<file path="src/rtl/msrv32_fetch_flush_ctrl_if.sv">
// Control bundle between the msrv32 fetch/flush sequencer and the
// instruction memory, PC, IF/ID register and instruction mux it steers.
// Signal suffixes are from the sequencer's point of view.
interface msrv32_fetch_flush_ctrl_if;
    logic       instr_ack_in;
    logic       branch_taken_in;
    logic       trap_taken_in;
    logic       load_use_hazard_in;
    logic       instr_req_out;
    logic       pc_en_out;
    logic       if_id_en_out;
    logic       ibuf_load_out;
    logic       ibuf_sel_out;
    logic       flush_out;
    logic       fetch_timeout_out;
    logic [2:0] state_out;

    // Sequencer side
    modport master (
        input  instr_ack_in, branch_taken_in, trap_taken_in, load_use_hazard_in,
        output instr_req_out, pc_en_out, if_id_en_out, ibuf_load_out,
               ibuf_sel_out, flush_out, fetch_timeout_out, state_out
    );

    // Pipeline / memory side
    modport slave (
        output instr_ack_in, branch_taken_in, trap_taken_in, load_use_hazard_in,
        input  instr_req_out, pc_en_out, if_id_en_out, ibuf_load_out,
               ibuf_sel_out, flush_out, fetch_timeout_out, state_out
    );
endinterface

</file>
<file path="src/rtl/msrv32_fetch_flush_ctrl.sv">
// Fetch/decode front-end sequencer for msrv32: memory handshake, PC and
// IF/ID enables, redirect flush bubbles, load-use stalls with a one-entry
// hold buffer, and dropping of a fetch that was in flight at a redirect.
module msrv32_fetch_flush_ctrl #(
    parameter int FLUSH_CYCLES = 2,   // 1..7, includes the redirect cycle
    parameter int RESET_WAIT   = 1,   // 1..7
    parameter int MAX_WAIT     = 15   // 1..255
) (
    input  logic                             ms_riscv32_mp_clk_in,
    input  logic                             ms_riscv32_mp_rst_n_in,
    msrv32_fetch_flush_ctrl_if.master        bus
);
    typedef enum logic [2:0] {
        S_INIT     = 3'd0,
        S_FETCH    = 3'd1,
        S_WAIT_MEM = 3'd2,
        S_STALL    = 3'd3,
        S_FLUSH    = 3'd4
    } state_t;

    localparam logic [2:0] RESET_CNT  = 3'(RESET_WAIT - 1);
    localparam logic [2:0] FLUSH_CNT  = (FLUSH_CYCLES > 1) ? 3'(FLUSH_CYCLES - 2) : 3'd0;
    localparam logic [7:0] WAIT_LIMIT = 8'(MAX_WAIT);
    localparam state_t     REDIR_NEXT = (FLUSH_CYCLES == 1) ? S_FETCH : S_FLUSH;

    state_t     state, state_n;
    logic [2:0] cnt, cnt_n;            // shared by INIT hold-off and FLUSH bubble
    logic [7:0] wait_cnt, wait_cnt_n;  // saturating memory-wait counter
    logic       discard, discard_n;    // next ack belongs to a pre-redirect fetch
    logic       buffered, buffered_n;  // hold buffer carries an uncaptured instruction
    logic       timeout, timeout_n;

    logic redirect;
    assign redirect = bus.branch_taken_in | bus.trap_taken_in;

    // State, counter and flag registers
    always_ff @(posedge ms_riscv32_mp_clk_in or negedge ms_riscv32_mp_rst_n_in) begin
        if (!ms_riscv32_mp_rst_n_in) begin
            state    <= S_INIT;
            cnt      <= RESET_CNT;
            wait_cnt <= 8'd0;
            discard  <= 1'b0;
            buffered <= 1'b0;
            timeout  <= 1'b0;
        end else begin
            // NOTE: non-blocking so every register samples the same pre-edge values.
            state    <= state_n;
            cnt      <= cnt_n;
            wait_cnt <= wait_cnt_n;
            discard  <= discard_n;
            buffered <= buffered_n;
            timeout  <= timeout_n;
        end
    end

    // Next-state and combinational enables; priority redirect > hazard > ack
    always_comb begin
        // NOTE: every output defaults first so no path through the case infers a latch.
        state_n            = state;
        cnt_n              = cnt;
        wait_cnt_n         = wait_cnt;
        discard_n          = discard;
        buffered_n         = buffered;
        timeout_n          = timeout;
        bus.instr_req_out  = 1'b0;
        bus.pc_en_out      = 1'b0;
        bus.if_id_en_out   = 1'b0;
        bus.ibuf_load_out  = 1'b0;
        bus.ibuf_sel_out   = 1'b0;
        bus.flush_out      = 1'b0;

        if (state == S_INIT) begin
            bus.flush_out = 1'b1;
            if (cnt == 3'd0) state_n = S_FETCH;
            else             cnt_n   = cnt - 3'd1;
        end else if (redirect) begin
            // PC loads the target; whatever is in flight from WAIT_MEM is stale
            bus.flush_out = 1'b1;
            bus.pc_en_out = 1'b1;
            if (state == S_WAIT_MEM) discard_n = 1'b1;
            buffered_n = 1'b0;
            cnt_n      = FLUSH_CNT;
            state_n    = REDIR_NEXT;
        end else begin
            unique case (state)
                S_FETCH: begin
                    if (bus.load_use_hazard_in) begin
                        state_n = S_STALL;
                    end else begin
                        bus.instr_req_out = 1'b1;
                        if (bus.instr_ack_in) begin
                            if (discard) begin
                                discard_n = 1'b0;
                            end else begin
                                bus.pc_en_out    = 1'b1;
                                bus.if_id_en_out = 1'b1;
                            end
                        end else begin
                            state_n    = S_WAIT_MEM;
                            wait_cnt_n = 8'd1;
                        end
                    end
                end
                S_WAIT_MEM: begin
                    bus.instr_req_out = 1'b1;
                    if (bus.instr_ack_in) begin
                        if (discard) begin
                            discard_n = 1'b0;
                            state_n   = bus.load_use_hazard_in ? S_STALL : S_FETCH;
                        end else if (bus.load_use_hazard_in) begin
                            // Decode cannot take it yet: park it in the hold buffer
                            bus.ibuf_load_out = 1'b1;
                            bus.pc_en_out     = 1'b1;
                            buffered_n        = 1'b1;
                            state_n           = S_STALL;
                        end else begin
                            bus.pc_en_out    = 1'b1;
                            bus.if_id_en_out = 1'b1;
                            state_n          = S_FETCH;
                        end
                    end else if (wait_cnt != 8'hFF) begin
                        wait_cnt_n = wait_cnt + 8'd1;
                    end
                end
                S_STALL: begin
                    if (!bus.load_use_hazard_in) begin
                        if (buffered) begin
                            bus.if_id_en_out = 1'b1;
                            bus.ibuf_sel_out = 1'b1;
                            buffered_n       = 1'b0;
                        end
                        state_n = S_FETCH;
                    end
                end
                S_FLUSH: begin
                    bus.flush_out = 1'b1;
                    if (bus.instr_ack_in) discard_n = 1'b0;
                    if (cnt == 3'd0) state_n = S_FETCH;
                    else             cnt_n   = cnt - 3'd1;
                end
                default: state_n = S_INIT;
            endcase
        end

        // Timeout latches on the edge that brings the wait count to the limit
        if (state_n == S_WAIT_MEM && wait_cnt_n >= WAIT_LIMIT) timeout_n = 1'b1;
    end

    assign bus.fetch_timeout_out = timeout;
    assign bus.state_out         = state;
endmodule
</file>
<file path="src/flat_wrapper.sv">
// flat-port wrapper written by rule: the top's interface ports become plain ports
module msrv32_fetch_flush_ctrl_flat 
#(
    parameter int FLUSH_CYCLES = 2,                                       
    parameter int RESET_WAIT   = 1,          
    parameter int MAX_WAIT     = 15            
)
  (ms_riscv32_mp_clk_in, ms_riscv32_mp_rst_n_in, bus_instr_ack_in, bus_branch_taken_in, bus_trap_taken_in, bus_load_use_hazard_in, bus_instr_req_out, bus_pc_en_out, bus_if_id_en_out, bus_ibuf_load_out, bus_ibuf_sel_out, bus_flush_out, bus_fetch_timeout_out, bus_state_out);
  msrv32_fetch_flush_ctrl_if bus_i ();
  input  logic ms_riscv32_mp_clk_in;
  input  logic ms_riscv32_mp_rst_n_in;
  input wire logic [$bits(bus_i.instr_ack_in)-1:0] bus_instr_ack_in;
  input wire logic [$bits(bus_i.branch_taken_in)-1:0] bus_branch_taken_in;
  input wire logic [$bits(bus_i.trap_taken_in)-1:0] bus_trap_taken_in;
  input wire logic [$bits(bus_i.load_use_hazard_in)-1:0] bus_load_use_hazard_in;
  output wire logic [$bits(bus_i.instr_req_out)-1:0] bus_instr_req_out;
  output wire logic [$bits(bus_i.pc_en_out)-1:0] bus_pc_en_out;
  output wire logic [$bits(bus_i.if_id_en_out)-1:0] bus_if_id_en_out;
  output wire logic [$bits(bus_i.ibuf_load_out)-1:0] bus_ibuf_load_out;
  output wire logic [$bits(bus_i.ibuf_sel_out)-1:0] bus_ibuf_sel_out;
  output wire logic [$bits(bus_i.flush_out)-1:0] bus_flush_out;
  output wire logic [$bits(bus_i.fetch_timeout_out)-1:0] bus_fetch_timeout_out;
  output wire logic [$bits(bus_i.state_out)-1:0] bus_state_out;
  assign bus_i.instr_ack_in = bus_instr_ack_in;
  assign bus_i.branch_taken_in = bus_branch_taken_in;
  assign bus_i.trap_taken_in = bus_trap_taken_in;
  assign bus_i.load_use_hazard_in = bus_load_use_hazard_in;
  assign bus_instr_req_out = bus_i.instr_req_out;
  assign bus_pc_en_out = bus_i.pc_en_out;
  assign bus_if_id_en_out = bus_i.if_id_en_out;
  assign bus_ibuf_load_out = bus_i.ibuf_load_out;
  assign bus_ibuf_sel_out = bus_i.ibuf_sel_out;
  assign bus_flush_out = bus_i.flush_out;
  assign bus_fetch_timeout_out = bus_i.fetch_timeout_out;
  assign bus_state_out = bus_i.state_out;
  msrv32_fetch_flush_ctrl #(.FLUSH_CYCLES(FLUSH_CYCLES), .RESET_WAIT(RESET_WAIT), .MAX_WAIT(MAX_WAIT)) u_core (.ms_riscv32_mp_clk_in(ms_riscv32_mp_clk_in), .ms_riscv32_mp_rst_n_in(ms_riscv32_mp_rst_n_in), .bus(bus_i));
endmodule
</file>
<file path="config.mk">
export PLATFORM = sky130hd
export DESIGN_NAME = msrv32_fetch_flush_ctrl_flat
export DESIGN_NICKNAME = d
export VERILOG_FILES = /design/src/rtl/msrv32_fetch_flush_ctrl_if.sv /design/src/rtl/msrv32_fetch_flush_ctrl.sv /design/src/flat_wrapper.sv
export SDC_FILE = /design/constraint.sdc
export NUM_CORES = 1
export LEC_CHECK = 0
export BUFFER_PORTS_ARGS = -buffer_cell sky130_fd_sc_hd__buf_2
export CAP_MARGIN = 20
export CORE_AREA = 8 8 56 58
export DETAILED_ROUTE_END_ITERATION = 12
export DIE_AREA = 0 0 64 66
export GPL_TIMING_DRIVEN = 1
export PLACE_DENSITY = 0.86
export SLEW_MARGIN = 10
export SYNTH_ARGS = -nofsm -noshare
export SYNTH_HDL_FRONTEND = slang
export SYNTH_SLANG_ARGS = --single-unit
</file>
<file path="constraint.sdc">
create_clock -name ms_riscv32_mp_clk_in -period 2.8 [get_ports ms_riscv32_mp_clk_in]
set_input_delay 0.42 -clock ms_riscv32_mp_clk_in [delete_from_list [all_inputs] [get_ports ms_riscv32_mp_clk_in]]
set_output_delay 0.42 -clock ms_riscv32_mp_clk_in [all_outputs]
set_load 0.05 [all_outputs]
</file>
==> results by group, run 1 <==
Yosys
  – Gate Count Post-Synth: 156
  – Synth Flop Type: dfrtp_1
  – Cell taking the most area after synthesis: dfrtp_1
  – Syn_area_per_cell: just under 8 µm²
  – Ranking of synthesized cells by area: dfrtp_1 (35%), nor2_1 (5.8%), a21oi_1 (4.9%)
  – Synth cell types: between 40 and 50
  – Synth warn: 0
  – Post-synthesis register bit count: 17
  – EDFF count, synth: 0
  – Syn_nets: about 170
  – Synth top area share: approximately a third
  – Async SR Flop Fraction: 100%
  – Mapped Area: approximately 1200 µm²
  – Seq/Total Area, Yosys: about a third

GRT
  – First-pass GRT wire length: 5240 µm
  – Global router's overall resource usage: 15.4%
  – Initial antenna violation count: 0
  – Number of global-route vias before repair: 1,154
  – Largest net degree at the start of global routing: 19
  – Gr ovfl total: 0

Timing
  – Final WS setup: approximately 0.47 ns
  – Slew @ Worst Pin: around 0.47 ns
  – TNS Setup: 0 ns
  – RSZ-0062 raised after global routing: false
  – Upper clock frequency limit: 429 MHz
  – Max-slew headroom: 69.0%
  – Final count of pins violating max slew: 0
  – Final setup fails: 0
  – Final Skew: ~0.012 ns
  – Final Hold Fails: 0
  – Final min period: 2.33 ns
  – Final Cycle Share: slightly above 80%

CTS
  – CTS tree: yes
  – Clock transition at the registers of the reported paths: approximately 0.11 ns
  – Post-CTS Setup Bufs: 0
  – CTS max path bufs: 2
  – PostCTS Resize Cnt: 0
  – Clock latency on the worst-skew pair: about 0.3 ns
  – Num CTS Buffers: 3
  – Root buffer cell: clkbuf_4
  – H-tree depth: 1
  – # hold bufs at CTS: 0
  – CTS Sinks: 17

Worst setup path
  – Critical Path Start Type: register
  – Crit path required time: roughly 3.0 ns
  – Critical path class: register to register
  – Kind of end point of the critical path: register
  – R2r setup slk: 0.47 ns
  – Critical path arrival: 2.53 ns
  – Max FO, Critical Path: 18
  – CP cell instances: or4b_4, a21oi_4, a21oi_2, or3_1, o41a_1
  – Largest stage delay on the critical path: around 0.65 ns
  – Slowest stage cell, crit path: dfrtp_1

Run status
  – Outcome: finished, final reports clean

Drt
  – DRC errors left: 0
  – Via count: between 1,000 and 1,500
  – First-pass DRT Iterations: 5
  – Post-Route WL: around 3000 µm
  – Avg WL per Cell: 15.3 µm
  – Drt via density: 6.13
  – Final ANT Viol Nets: 0
  – Initial DRC Count: approximately 80

Placement
  – Final GP Congestion: about 0.94
  – IO buf count: 15
  – Post-Place Cells: approximately 200
  – Dpl ws: ~0.5 ns
  – Hpwl dp: between 2000 and 2500 µm

Cells and area
  – Fillers: between 200 and 250
  – Post-route insts no fill: around 200
  – Nets: ~180
  – Antenna diodes: 0
  – FF/Latch Area: 425 µm²
  – Multi-input logic area: between 700 and 800 µm²
  – Area added between synthesis and finish: 9.88%
  – Layout cells sized above 1: between 15 and 20%

Floorplan
  – FP Rows: 18
  – Starting Density: a little over half
  – Chip Height: ~66 µm
  – Die X: roughly 64 µm
  – Area of the core: 2320 µm²
  – IO Pins: 16
  – Total die area: ~4200 µm²

Pwr
  – Overall power: 937 µW
  – Pwr per Cell Area: ~690 nW/µm²
  – VDD IR max: ~0.56 mV
  – Leakage: between 0.6 and 0.7 nW

Flow run
  – Max-Cap Viols: 0

Min path
  – Min-Delay Path Class: input pin to asynchronous set/reset pin
cell type report:
type,instances,area share (%)
clock buffers,3,1.67
clock inverters,1,0.556
inverters,8,2.22
multi-input cells,122,54.0
flip-flops and latches,17,31.5
well taps,30,2.78
repair buffers,18,7.23
metrics by stage:
step | area, µm² | hold slack [ns] | util (%)
3_5_place_dp | 1320 | 0.362 | 56.9
5_1_grt | 1350 | 0.0349 | 58.2
4_1_cts | 1350 | 0.0255 | 58.2
2_1_floorplan | 1230 | 0.124 | -
3_3_place_gp | 1320 | 0.360 | 56.9
6_report | 1350 | 0.0231 | 58.2
layout by cell type, fill, tap and decap left out, types with 2 or more instances in the layout:
cell type	synthesis	layout
nor2_1	19	19
dfrtp_1	17	17
nand2_1	16	16
buf_2	2	15
a21oi_1	12	12
nor3_1	10	10
inv_1	8	8
nand3_1	8	8
o21ai_0	6	6
nand2b_1	4	4
or3_1	4	4
nor2b_1	4	4
a31oi_1	4	4
ha_1	3	3
clkbuf_4	0	3
buf_4	0	3
o21ai_1	2	2
a211o_1	2	2
o31ai_1	2	2
nand3b_1	2	2
xnor2_1	2	2
routing by layer:
metal | part of all wire [%] | wire length, µm | track usage [%] | vias to the layer above
met5 | 0 | 0 | 0 | -
met4 | 1.2 | 36 | 7.80 | 0
met3 | 3.7 | 113 | 3.39 | 6
met2 | 50 | 1540 | 26.2 | 29
met1 | 45 | 1360 | 17.7 | 600
li1 | - | - | - | 584
worst paths after layout:
kind	startpoint	to	depth (start not counted)
max reg2reg	u_core.bus.state_out[0]$_DFF_PN0_	u_core.bus.fetch_timeout_out$_DFFE_PN0P_	5
max in group asynchronous	ms_riscv32_mp_rst_n_in	u_core.wait_cnt[2]$_DFF_PN0_	1
max	u_core.bus.state_out[0]$_DFF_PN0_	u_core.bus.fetch_timeout_out$_DFFE_PN0P_	5
min reg2reg	u_core.cnt[1]$_DFFE_PN0P_	u_core.cnt[1]$_DFFE_PN0P_	2
min	ms_riscv32_mp_rst_n_in	u_core.wait_cnt[5]$_DFF_PN0_	1
min in group ms_riscv32_mp_clk_in	bus_instr_ack_in	u_core.discard$_DFFE_PN0P_	2
power breakdown:
group | switching (mW) | internal, mW
clock network | 0.0858 | 0.0545
logic | 0.278 | 0.142
registers | 0.0855 | 0.290
total | 0.449 | 0.487
state kept, by name, summed over array words and instances (netlist names):
register / flops
u_core.wait_cnt: 8
u_core.discard: 1
u_core.buffered: 1
u_core.bus.fetch_timeout_out: 1
u_core.bus.state_out: 3
u_core.cnt: 3
cells by family (layout without fill, tap and decap cells):
family	count (synthesis)	in the layout	share of synthesized area [%]
AOI/OAI and AO/OA	41	41	23.3
adders and majority gates	3	3	3.06
and+or+nand+nor	75	75	30.8
xor gates and xnor gates	2	2	1.43
DFF	17	17	34.6
buffers and inverters	17	30	6.01
muxes	1	1	0.815
cell usage after synthesis (2+ instances only):
cell type	n
a211o_1	2
a21oi_1	12
a31oi_1	4
buf_2	2
clkbuf_1	6
dfrtp_1	17
ha_1	3
inv_1	8
nand2_1	16
nand2b_1	4
nand3_1	8
nand3b_1	2
nor2_1	19
nor2b_1	4
nor3_1	10
o21ai_0	6
o21ai_1	2
o31ai_1	2
or3_1	4
xnor2_1	2
worst max-delay path: cells and delay by family (launching register included):
family	cells	cell delay, ns
DFF	1	0.65
AOI/OAI and AO/OA	3	0.66
and+or+nand+nor	2	0.92
Power figures use the tool's default switching activity.
==> run 2: changes to the inputs <==
CORE_AREA = 8 8 59 61   (was 8 8 56 58)
DIE_AREA = 0 0 67 69   (was 0 0 64 66)
PLACE_DENSITY = 0.81   (was 0.86)
clock period = 2.05 ns   (was 2.8 ns; I/O delays follow)
==> results by group, run 2 (synthesis gave the netlist of run 1 again) <==
Run status
  – Outcome: finished, final reports clean

Drt
  – Final ANT Viol Nets: 0
  – DRC errors left: 0
  – Drt via density: between 5 and 6
  – Via count: ~1,300
  – Initial DRC Count: 90
  – First-pass DRT Iterations: 4
  – Avg WL per Cell: 16.1 µm
  – Post-Route WL: ~3600 µm

Floorplan
  – Die X: about 67 µm
  – Total die area: 4620 µm²
  – IO Pins: 16
  – Chip Height: between 60 and 70 µm
  – FP Rows: 19
  – Starting Density: a little under half
  – Area of the core: between 2000 and 3000 µm²

Timing
  – Final Skew: roughly 0.0017 ns
  – Upper clock frequency limit: between 400 and 500 MHz
  – Final count of pins violating max slew: 0
  – Final setup fails: 0
  – TNS Setup: 0 ns
  – Slew @ Worst Pin: just over 0.4 ns
  – Final Hold Fails: 0
  – RSZ-0062 raised after global routing: true
  – Hold slack: 0.411 ns
  – Final min period: 2.04 ns
  – Max-slew headroom: 72.8%
  – Final WS setup: 0.00600 ns
  – Final Cycle Share: between 90% and 100%

Worst setup path
  – Critical path class: register to register
  – Kind of end point of the critical path: register
  – Max FO, Critical Path: 4
  – Critical Path Start Type: register
  – Critical path arrival: around 2.2 ns
  – Crit path required time: 2.24 ns

Cells and area
  – Most common cell after layout, fill and taps aside: buf_4
  – Post-route insts no fill: ~220
  – Area added between synthesis and finish: 32.0%
  – Highest-count cells in the layout ignoring fill and taps: buf_4 (24), nor2_1 (17), nand2_1 (16)
  – Max reg flops: 8
  – Layout cells sized above 1: between 30% and 40%
  – Antenna diodes: 0
  – Fillers: 243
  – Post-route cell area: between 1500 and 2000 µm²
  – Nets: 201
  – Utilization after layout: between 60% and 70%
  – Biggest register: u_core.wait_cnt

CTS
  – CTS max path bufs: 2
  – CTS tree: yes
  – Root buffer cell: clkbuf_4
  – Clock latency on the worst-skew pair: roughly 0.30 ns
  – Num CTS Buffers: 3
  – Clock transition at the registers of the reported paths: about 0.10 ns
  – CTS Sinks: 17
  – H-tree depth: 1

Pwr
  – Pwr per Cell Area: about 880 nW/µm²
  – VDD IR max: about 0.77 mV
  – Overall power: 1.43 mW
  – Leakage: a little over 0.7 nW

Placement
  – Dpl cell area: between 1000 and 1500 µm²
  – Final GP Congestion: between 0.9 and 1
  – Post-Place Cells: ~210
  – Hpwl dp: approximately 2600 µm
  – Dpl ws: -0.0292 ns
  – IO buf count: 15

GRT
  – Largest net degree at the start of global routing: 18
  – Gr ovfl total: 0
  – First-pass GRT wire length: about 5700 µm
  – Initial antenna violation count: 0
  – Number of global-route vias before repair: around 1,300
  – Global router's overall resource usage: between 10% and 20%

Flow run
  – Max-Cap Viols: 0

Min path
  – Min-Delay Path Class: input pin to register
run 2: changes by cell type in the layout (fill, tap and decap cells not counted), moves of 3 or more:
cell / delta
buf_4: +21
buf_2: -4
buf_6: +3
dfrtp_1: -3
dfrtp_2: +3
run 2: final cells by class:
class                           instances  area [µm²]  share of cell area [%]
Multi-Input combinational cell        122         800                    49.3
Tap cell                               31        38.8                    2.39
Sequential cell                        17         429                    26.5
Timing Repair Buffer                   40         294                    18.1
Clock buffer                            3        22.5                    1.39
Inverter                                8        30.0                    1.85
Clock inverter                          1        7.51                   0.463
run 2: worst paths after layout:
| kind | start | end | slack, ns | cells past startpoint |
|---|---|---|---|---|
| hold reg to reg | u_core.cnt[1]$_DFFE_PN0P_ | u_core.cnt[1]$_DFFE_PN0P_ | 0.52 | 2 |
| hold / removal | bus_instr_ack_in | u_core.discard$_DFFE_PN0P_ | 0.41 | 3 |
| setup reg to reg | u_core.wait_cnt[0]$_DFF_PN0_ | u_core.bus.fetch_timeout_out$_DFFE_PN0P_ | 0.006 | 7 |
| setup / recovery | u_core.wait_cnt[0]$_DFF_PN0_ | u_core.bus.fetch_timeout_out$_DFFE_PN0P_ | 0.006 | 7 |
| min in group asynchronous | ms_riscv32_mp_rst_n_in | u_core.wait_cnt[6]$_DFF_PN0_ | 0.46 | 2 |
| max in group asynchronous | ms_riscv32_mp_rst_n_in | u_core.bus.state_out[2]$_DFF_PN0_ | 1.28 | 2 |
run 2: timing repair:
item                                    4_1_cts  5_1_grt
endpoints found under the setup margin        5        4
hold buffers                                  1        0
pin swaps                                     1        4
endpoints found under the hold margin        17        0
gates resized for setup                       8       12
setup buffers                                 1        3
run 2: worst max-delay path, cell delays in order (launching register included):
cell	delay (ns)
dfrtp_1	0.41
ha_4	0.17
nand2b_1	0.08
or2_2	0.31
o31ai_2	0.24
a21oi_2	0.09
or3_1	0.31
o41a_1	0.32
run 2: power breakdown:
group          internal (mW)  leakage (nW)  switching (mW)
Sequential             0.402         0.224          0.0762
Clock                 0.0744        0.0139           0.112
Combinational          0.290         0.473           0.475
Total                  0.766         0.711           0.664
run 2: layer usage:
layer  part of all wire [%]  routed length, µm  track usage [%]  vias up
li1                       -                  -                -      633
met1                     42               1510             17.8      646
met2                     52               1860             25.3       39
met3                    3.5                126             2.42        7
met4                    2.0                 70             6.74        0
met5                      0                  0                0        -
